==> config.mk <==
export PLATFORM = sky130hd
export DESIGN_NAME = mem_port_arbiter_flat
export DESIGN_NICKNAME = d
export VERILOG_FILES = /design/src/rtl/core_pkg.sv /design/src/rtl/mem_port_arbiter_if.sv /design/src/rtl/arb_wait_counter.sv /design/src/rtl/mem_port_arbiter.sv /design/src/flat_wrapper.sv
export SDC_FILE = /design/constraint.sdc
export NUM_CORES = 1
export LEC_CHECK = 0
export CAP_MARGIN = 20
export CORE_AREA = 2 2 104 106
export DETAILED_ROUTE_END_ITERATION = 8
export DIE_AREA = 0 0 106 108
export GPL_TIMING_DRIVEN = 0
export HOLD_SLACK_MARGIN = 0.1
export PLACE_DENSITY = 0.74
export SLEW_MARGIN = 20
export SYNTH_ARGS = -nofsm -noshare
export SYNTH_HDL_FRONTEND = slang
export SYNTH_SLANG_ARGS = --single-unit
==> constraint.sdc <==
create_clock -name clk -period 2.05 [get_ports clk]
set_input_delay 0.41 -clock clk [delete_from_list [all_inputs] [get_ports clk]]
set_output_delay 0.41 -clock clk [all_outputs]
set_load 0.1 [all_outputs]
==> src/rtl/core_pkg.sv <==
// Shared types for the memory port arbiter: response ownership and the
// default fetch starvation limit.
package core_pkg;

    typedef enum logic [1:0] {
        OWN_NONE  = 2'd0,
        OWN_FETCH = 2'd1,
        OWN_DATA  = 2'd2
    } resp_own_e;

    localparam int unsigned MAX_WAIT_DEFAULT = 4;

endpackage

==> src/rtl/mem_port_arbiter_if.sv <==
// Bundles the fetch, data and memory-side signals of the arbiter.
// slave is the arbiter view; master is the requester/memory environment view.
interface mem_port_arbiter_if #(
    parameter int ADDR_W = 32,
    parameter int DATA_W = 32
);
    logic              fetch_req;
    logic [ADDR_W-1:0] fetch_addr;
    logic              fetch_gnt;
    logic              fetch_flush;
    logic              fetch_rvalid;
    logic [DATA_W-1:0] fetch_rdata;

    logic              data_req;
    logic              data_we;
    logic [ADDR_W-1:0] data_addr;
    logic [DATA_W-1:0] data_wdata;
    logic              data_gnt;
    logic              data_rvalid;
    logic [DATA_W-1:0] data_rdata;

    logic [ADDR_W-1:0] mem_addr;
    logic              mem_we;
    logic [DATA_W-1:0] mem_wdata;
    logic [DATA_W-1:0] mem_rdata;

    logic              block_inst;

    modport slave (
        input  fetch_req, fetch_addr, fetch_flush,
        input  data_req, data_we, data_addr, data_wdata,
        input  mem_rdata,
        output fetch_gnt, fetch_rvalid, fetch_rdata,
        output data_gnt, data_rvalid, data_rdata,
        output mem_addr, mem_we, mem_wdata, block_inst
    );

    modport master (
        output fetch_req, fetch_addr, fetch_flush,
        output data_req, data_we, data_addr, data_wdata,
        output mem_rdata,
        input  fetch_gnt, fetch_rvalid, fetch_rdata,
        input  data_gnt, data_rvalid, data_rdata,
        input  mem_addr, mem_we, mem_wdata, block_inst
    );

endinterface

==> src/rtl/arb_wait_counter.sv <==
// Saturating count of consecutive cycles the fetch requester was denied;
// starved goes high once the count reaches MAX_WAIT.
module arb_wait_counter
    import core_pkg::*;
#(
    parameter int unsigned MAX_WAIT = MAX_WAIT_DEFAULT
) (
    input  logic clk,
    input  logic rst_n,
    input  logic fetch_req,
    input  logic fetch_gnt,
    output logic starved
);

    localparam logic [3:0] LIMIT = 4'(MAX_WAIT);

    logic [3:0] cnt_q;
    logic [3:0] cnt_d;

    // NOTE: combinational blocks assign a default first so no path leaves cnt_d unassigned (no latch).
    always_comb begin
        cnt_d = cnt_q;
        if (!fetch_req || fetch_gnt) begin
            cnt_d = '0;
        end else if (cnt_q != LIMIT) begin
            cnt_d = cnt_q + 4'd1;
        end
    end

    // NOTE: state flops use non-blocking assignment so every flop samples pre-edge values.
    always_ff @(posedge clk or negedge rst_n) begin
        if (!rst_n) begin
            cnt_q <= '0;
        end else begin
            cnt_q <= cnt_d;
        end
    end

    assign starved = (cnt_q == LIMIT);

endmodule

==> src/rtl/mem_port_arbiter.sv <==
// Arbitrates one single-cycle-latency memory port between a fetch and a data
// requester: data has priority unless fetch has been starved for MAX_WAIT cycles.
module mem_port_arbiter
    import core_pkg::*;
#(
    parameter int          ADDR_W   = 32,
    parameter int          DATA_W   = 32,
    parameter int unsigned MAX_WAIT = MAX_WAIT_DEFAULT
) (
    input  logic              clk,
    input  logic              rst_n,
    mem_port_arbiter_if.slave bus
);

    logic              starved;
    logic              fetch_gnt;
    logic              data_gnt;
    logic              mem_we;
    logic [DATA_W-1:0] mem_wdata;
    logic              fetch_rvalid;
    logic              data_rvalid;

    resp_own_e         resp_own_q;
    resp_own_e         resp_own_d;
    logic [ADDR_W-1:0] last_addr_q;
    logic [ADDR_W-1:0] last_addr_d;

    arb_wait_counter #(
        .MAX_WAIT (MAX_WAIT)
    ) u_wait_counter (
        .clk       (clk),
        .rst_n     (rst_n),
        .fetch_req (bus.fetch_req),
        .fetch_gnt (fetch_gnt),
        .starved   (starved)
    );

    // Grants are gated by rst_n so nothing is granted while reset is held.
    // A flush only suppresses the fetch grant; data still loses to a starved fetch.
    always_comb begin
        fetch_gnt = rst_n && bus.fetch_req && (starved || !bus.data_req) && !bus.fetch_flush;
        data_gnt  = rst_n && bus.data_req && !(bus.fetch_req && starved);
    end

    always_comb begin
        last_addr_d = last_addr_q;
        mem_we      = 1'b0;
        mem_wdata   = '0;
        resp_own_d  = OWN_NONE;
        if (fetch_gnt) begin
            last_addr_d = bus.fetch_addr;
            resp_own_d  = OWN_FETCH;
        end else if (data_gnt) begin
            last_addr_d = bus.data_addr;
            mem_we      = bus.data_we;
            mem_wdata   = bus.data_wdata;
            resp_own_d  = bus.data_we ? OWN_NONE : OWN_DATA;
        end
    end

    always_ff @(posedge clk or negedge rst_n) begin
        if (!rst_n) begin
            resp_own_q  <= OWN_NONE;
            last_addr_q <= '0;
        end else begin
            resp_own_q  <= resp_own_d;
            last_addr_q <= last_addr_d;
        end
    end

    assign fetch_rvalid = (resp_own_q == OWN_FETCH) && !bus.fetch_flush;
    assign data_rvalid  = (resp_own_q == OWN_DATA);

    assign bus.fetch_gnt    = fetch_gnt;
    assign bus.data_gnt     = data_gnt;
    assign bus.block_inst   = data_gnt;
    assign bus.mem_addr     = last_addr_d;
    assign bus.mem_we       = mem_we;
    assign bus.mem_wdata    = mem_wdata;
    assign bus.fetch_rvalid = fetch_rvalid;
    assign bus.data_rvalid  = data_rvalid;
    assign bus.fetch_rdata  = fetch_rvalid ? bus.mem_rdata : '0;
    assign bus.data_rdata   = data_rvalid ? bus.mem_rdata : '0;

endmodule

==> src/flat_wrapper.sv <==
// flat-port wrapper written by rule: the top's interface ports become plain ports
module mem_port_arbiter_flat import core_pkg::*;
#(
    parameter int          ADDR_W   = 32,
    parameter int          DATA_W   = 32,
    parameter int unsigned MAX_WAIT = MAX_WAIT_DEFAULT
)
  (clk, rst_n, bus_fetch_req, bus_fetch_addr, bus_fetch_flush, bus_data_req, bus_data_we, bus_data_addr, bus_data_wdata, bus_mem_rdata, bus_fetch_gnt, bus_fetch_rvalid, bus_fetch_rdata, bus_data_gnt, bus_data_rvalid, bus_data_rdata, bus_mem_addr, bus_mem_we, bus_mem_wdata, bus_block_inst);
  mem_port_arbiter_if #(.ADDR_W(ADDR_W), .DATA_W(DATA_W)) bus_i ();
  input  logic clk;
  input  logic rst_n;
  input wire logic [$bits(bus_i.fetch_req)-1:0] bus_fetch_req;
  input wire logic [$bits(bus_i.fetch_addr)-1:0] bus_fetch_addr;
  input wire logic [$bits(bus_i.fetch_flush)-1:0] bus_fetch_flush;
  input wire logic [$bits(bus_i.data_req)-1:0] bus_data_req;
  input wire logic [$bits(bus_i.data_we)-1:0] bus_data_we;
  input wire logic [$bits(bus_i.data_addr)-1:0] bus_data_addr;
  input wire logic [$bits(bus_i.data_wdata)-1:0] bus_data_wdata;
  input wire logic [$bits(bus_i.mem_rdata)-1:0] bus_mem_rdata;
  output wire logic [$bits(bus_i.fetch_gnt)-1:0] bus_fetch_gnt;
  output wire logic [$bits(bus_i.fetch_rvalid)-1:0] bus_fetch_rvalid;
  output wire logic [$bits(bus_i.fetch_rdata)-1:0] bus_fetch_rdata;
  output wire logic [$bits(bus_i.data_gnt)-1:0] bus_data_gnt;
  output wire logic [$bits(bus_i.data_rvalid)-1:0] bus_data_rvalid;
  output wire logic [$bits(bus_i.data_rdata)-1:0] bus_data_rdata;
  output wire logic [$bits(bus_i.mem_addr)-1:0] bus_mem_addr;
  output wire logic [$bits(bus_i.mem_we)-1:0] bus_mem_we;
  output wire logic [$bits(bus_i.mem_wdata)-1:0] bus_mem_wdata;
  output wire logic [$bits(bus_i.block_inst)-1:0] bus_block_inst;
  assign bus_i.fetch_req = bus_fetch_req;
  assign bus_i.fetch_addr = bus_fetch_addr;
  assign bus_i.fetch_flush = bus_fetch_flush;
  assign bus_i.data_req = bus_data_req;
  assign bus_i.data_we = bus_data_we;
  assign bus_i.data_addr = bus_data_addr;
  assign bus_i.data_wdata = bus_data_wdata;
  assign bus_i.mem_rdata = bus_mem_rdata;
  assign bus_fetch_gnt = bus_i.fetch_gnt;
  assign bus_fetch_rvalid = bus_i.fetch_rvalid;
  assign bus_fetch_rdata = bus_i.fetch_rdata;
  assign bus_data_gnt = bus_i.data_gnt;
  assign bus_data_rvalid = bus_i.data_rvalid;
  assign bus_data_rdata = bus_i.data_rdata;
  assign bus_mem_addr = bus_i.mem_addr;
  assign bus_mem_we = bus_i.mem_we;
  assign bus_mem_wdata = bus_i.mem_wdata;
  assign bus_block_inst = bus_i.block_inst;
  mem_port_arbiter #(.ADDR_W(ADDR_W), .DATA_W(DATA_W), .MAX_WAIT(MAX_WAIT)) u_core (.clk(clk), .rst_n(rst_n), .bus(bus_i));
endmodule
==> qor.txt <==
status - finished, violations left
failing checks - setup timing
drt drc - 0
post-route antenna net violation count - 0
Placement Setup Slack - -1.53 ns
die area - 0.0114 mm²
Tcrit/Tclk final - 123%
Iteration-0 DRC Markers - 227
clk slew on worst S/H paths - 0.09 ns
H-tree depth - 2
CTS tree - done
slowest stage delay, CP - 0.42 ns
critical path arrival - 2.11 ns
first-pass GRT wire length - 25500 µm
maxcap violations - 0
Cell Chain, Critical Path - inv_2, ha_4, and4b_1, buf_6, buf_12, o21ai_1, a31oi_4, buf_12
flop2flop setup slack - 0.10 ns
Worst Setup Start Kind - flop
Power Dens Cells - 522 mW/mm²
RSZ-0062 raised after global routing - yes
crit-path most repeated cell - buf_12
worst setup skew after layout - 0.00671 ns
DR pass1 iterations - 4
via count - 4348
multiplexer share of the synthesized area - 0.357%
Chip Width - 106 µm
EDFF count, synth - 0
Worst Tran Pin Value - 0.801 ns
Comb pwr share - 68.0%
largest net degree at the start of global routing - 18
vias in the first global route - 4436
Reg-to-Reg Start - u_core.u_wait_counter.cnt_q[0]$_DFFE_PN0P_
aggregate global-route resource usage - 28.5%
Post-Route WL - 18900 µm
Setup-failing EPs final - 68
Synth Area per Inst - 8.33 µm²
average wire per standard cell - 23.0 µm
Filler Cell Count - 505
P_sw - 2220 µW
detail-routed via count per cell - 5.30
Layout Nets - 818
Ports - 268
Critical Path RT - 1.64 ns
CTS Root Cell - clkbuf_8
min-delay worst type - input pin to async pin
final number of max-transition violations - 0
Skew-Pair Late Insertion Delay - 0.30 ns
Rel. slew slack - 46.4%
xor/xnor share of the synthesized area - 0.312%
Post-Synth Simple-Gate Area - 32.0%
distinct cell type count after synthesis - 33
die extent in y - 108 µm
Critical-path top delay cell - dfrtp_1
Yosys warnings - 0
Seq/Total Area, Yosys - 33.9%
synthesized flop and latch total - 38
Max Buffers Root-to-Sink - 2
Cells after Synth - 337
total core area - 0.0102 mm²
syn nets - 473
Max IR drop VDD - 0.479 mV
CTS buffer count - 5
maximum fanout along the worst path - 10
critical path class - flop to output port
Final Hold Viols - 0
largest family of logic cells by synthesized area - simple AND/OR/NAND/NOR gates
Pint - 2340 µW
most common cell after layout, fill and taps aside - clkdlybuf4s50_1
initial antenna violation count - 3
total gr overflow - 0
Leakage - 0.00347 µW
Most used DFF post-synth - dfrtp_1
post-layout minimum cycle time - 2.52 ns
I/O Buffers - 267
Synth Cell Area - 0.00281 mm²
initial core utilization - 27.4%
Area growth, synth to finish - 212%
most frequent cells in the layout - clkdlybuf4s50_1, buf_12, buf_4
Crit Reg-Reg Endpoint - u_core.last_addr_q[24]$_DFF_PN0_
total design power - 4570 µW
switching share of power - 48.7%
Seq pwr share - 19.9%
worst setup margin - -0.473 ns
Final GP Congestion - 0.817
compound-gate portion of the synthesized area - 23.2%
FFs w/ async S/R, synth - 100%
FF-to-FF path depth - 9
Adder-Cell Fraction of Synth Area - 0.892%
Clk network pwr share - 12.1%
highest clock rate - 396 MHz
DPL Wire Length - 10900 µm
ratio of cells with drive above 1 in the final layout - 64.0%
number of clock sinks - 38
row count - 37
capturing element type of the critical path - output port
[cells in the mapped netlist, types with 2 or more instances]
cell type	instances	area, µm²
and3_1	33	206
a31oi_1	32	200
nand3_1	35	175
a211oi_1	33	248
and2_1	65	407
clkbuf_2	3	15.0
buf_12	3	60.1
dfrtp_1	38	951
buf_2	10	50.1
nor3_1	2	10.0
ha_1	2	25.0
clkbuf_1	19	71.3
buf_6	2	22.5
nor2b_1	2	12.5
o211ai_1	2	15.0
o21ai_0	5	25.0
o21ai_1	28	140
inv_1	4	15.0
buf_4	3	22.5
a21boi_0	2	15.0
nor2_1	2	7.51
[worst max-delay path: cells and delay by family, from the launching register on]
family,cells,cell delay [ns]
buf+inv,4,0.61
compound gates,2,0.37
fa+ha+maj,1,0.18
simple gates,1,0.23
flops,1,0.42
[flip-flops by register name, indices dropped and copies added (netlist names)]
signal and count:
u_core.last_addr_q 32, u_core.resp_own_q 2, u_core.u_wait_counter.cnt_q 4
[power by group through the flow]
stage | Combinational [µW] | Sequential (µW) | Clock (µW)
final | 3100 | 910 | 552
after detailed placement | 2370 | 912 | 0
after floorplan | 1710 | 901 | 0
after global routing | 3180 | 918 | 579
after CTS | 2940 | 900 | 541
after global placement | 2350 | 905 | 0
[timing repair]
action / 4_1_cts / 5_1_grt
setup endpoints to repair: 134 / 130
hold endpoints to repair: 17 / 0
pin swaps: 67 / 24
gates resized for setup: 1168 / 117
cloned: 10 / 4
hold buffers: 2 / 0
buffers inserted: 32 / 22
[per-stage QoR]
step                util [%]  cells  TNS, ns  instance area, µm²  hold slack [ns]
global placement        62.1    740  -337.13                6350            0.569
detailed placement      62.2    741  -160.45                6360            0.377
global route            85.4    821   -28.21                8740            0.131
floorplan                  -    337    -5.92                3510            0.114
finish                  85.4    821   -25.48                8740            0.135
CTS                     78.6    793   -18.24                8040            0.146
[cell type report]
| type | instances | area (µm²) | area share (%) |
|---|---|---|---|
| diodes | 2 | 5.00 | 0.0572 |
| well taps | 136 | 170 | 1.95 |
| multi-input cells | 254 | 2890 | 33.1 |
| flip-flops and latches | 38 | 951 | 10.9 |
| inverters | 4 | 18.8 | 0.215 |
| plain buffers | 41 | 455 | 5.21 |
| repair buffers | 338 | 4160 | 47.6 |
| clock inverters | 2 | 13.8 | 0.157 |
| clock buffers | 6 | 72.6 | 0.830 |
[cells by family (layout without fill, tap and decap cells)]
logic type	Yosys count	in the layout
and+or+nand+nor	147	147
AOI/OAI and AO/OA	103	103
buffers and inverters	45	391
DFF	38	38
adders and majority gates	2	2
xor gates and xnor gates	1	1
muxes	1	1
other	0	2
[worst max path at each step]
stage,start,to,slack (ns),cells past startpoint
6_report,u_core.u_wait_counter.cnt_q[0]$_DFFE_PN0P_,bus_mem_addr[21],-0.47,8
5_1_grt,u_core.u_wait_counter.cnt_q[0]$_DFFE_PN0P_,bus_mem_addr[21],-0.52,8
4_1_cts,u_core.u_wait_counter.cnt_q[0]$_DFFE_PN0P_,bus_mem_addr[14],-0.39,8
3_5_place_dp,bus_fetch_flush,bus_mem_addr[3],-1.53,6
3_3_place_gp,rst_n,bus_mem_addr[11],-3.15,6
2_1_floorplan,u_core.u_wait_counter.cnt_q[0]$_DFFE_PN0P_,bus_data_gnt,-0.23,7
[metal layers]
metal / track usage [%] / wire length [µm] / up-vias
li1: - / - / 1916
met2: 52.3 / 10100 / 228
met5: 0 / 10 / -
met1: 32.9 / 6790 / 2154
met3: 6.63 / 1330 / 48
met4: 8.93 / 626 / 2
Power figures use the tool's default switching activity.
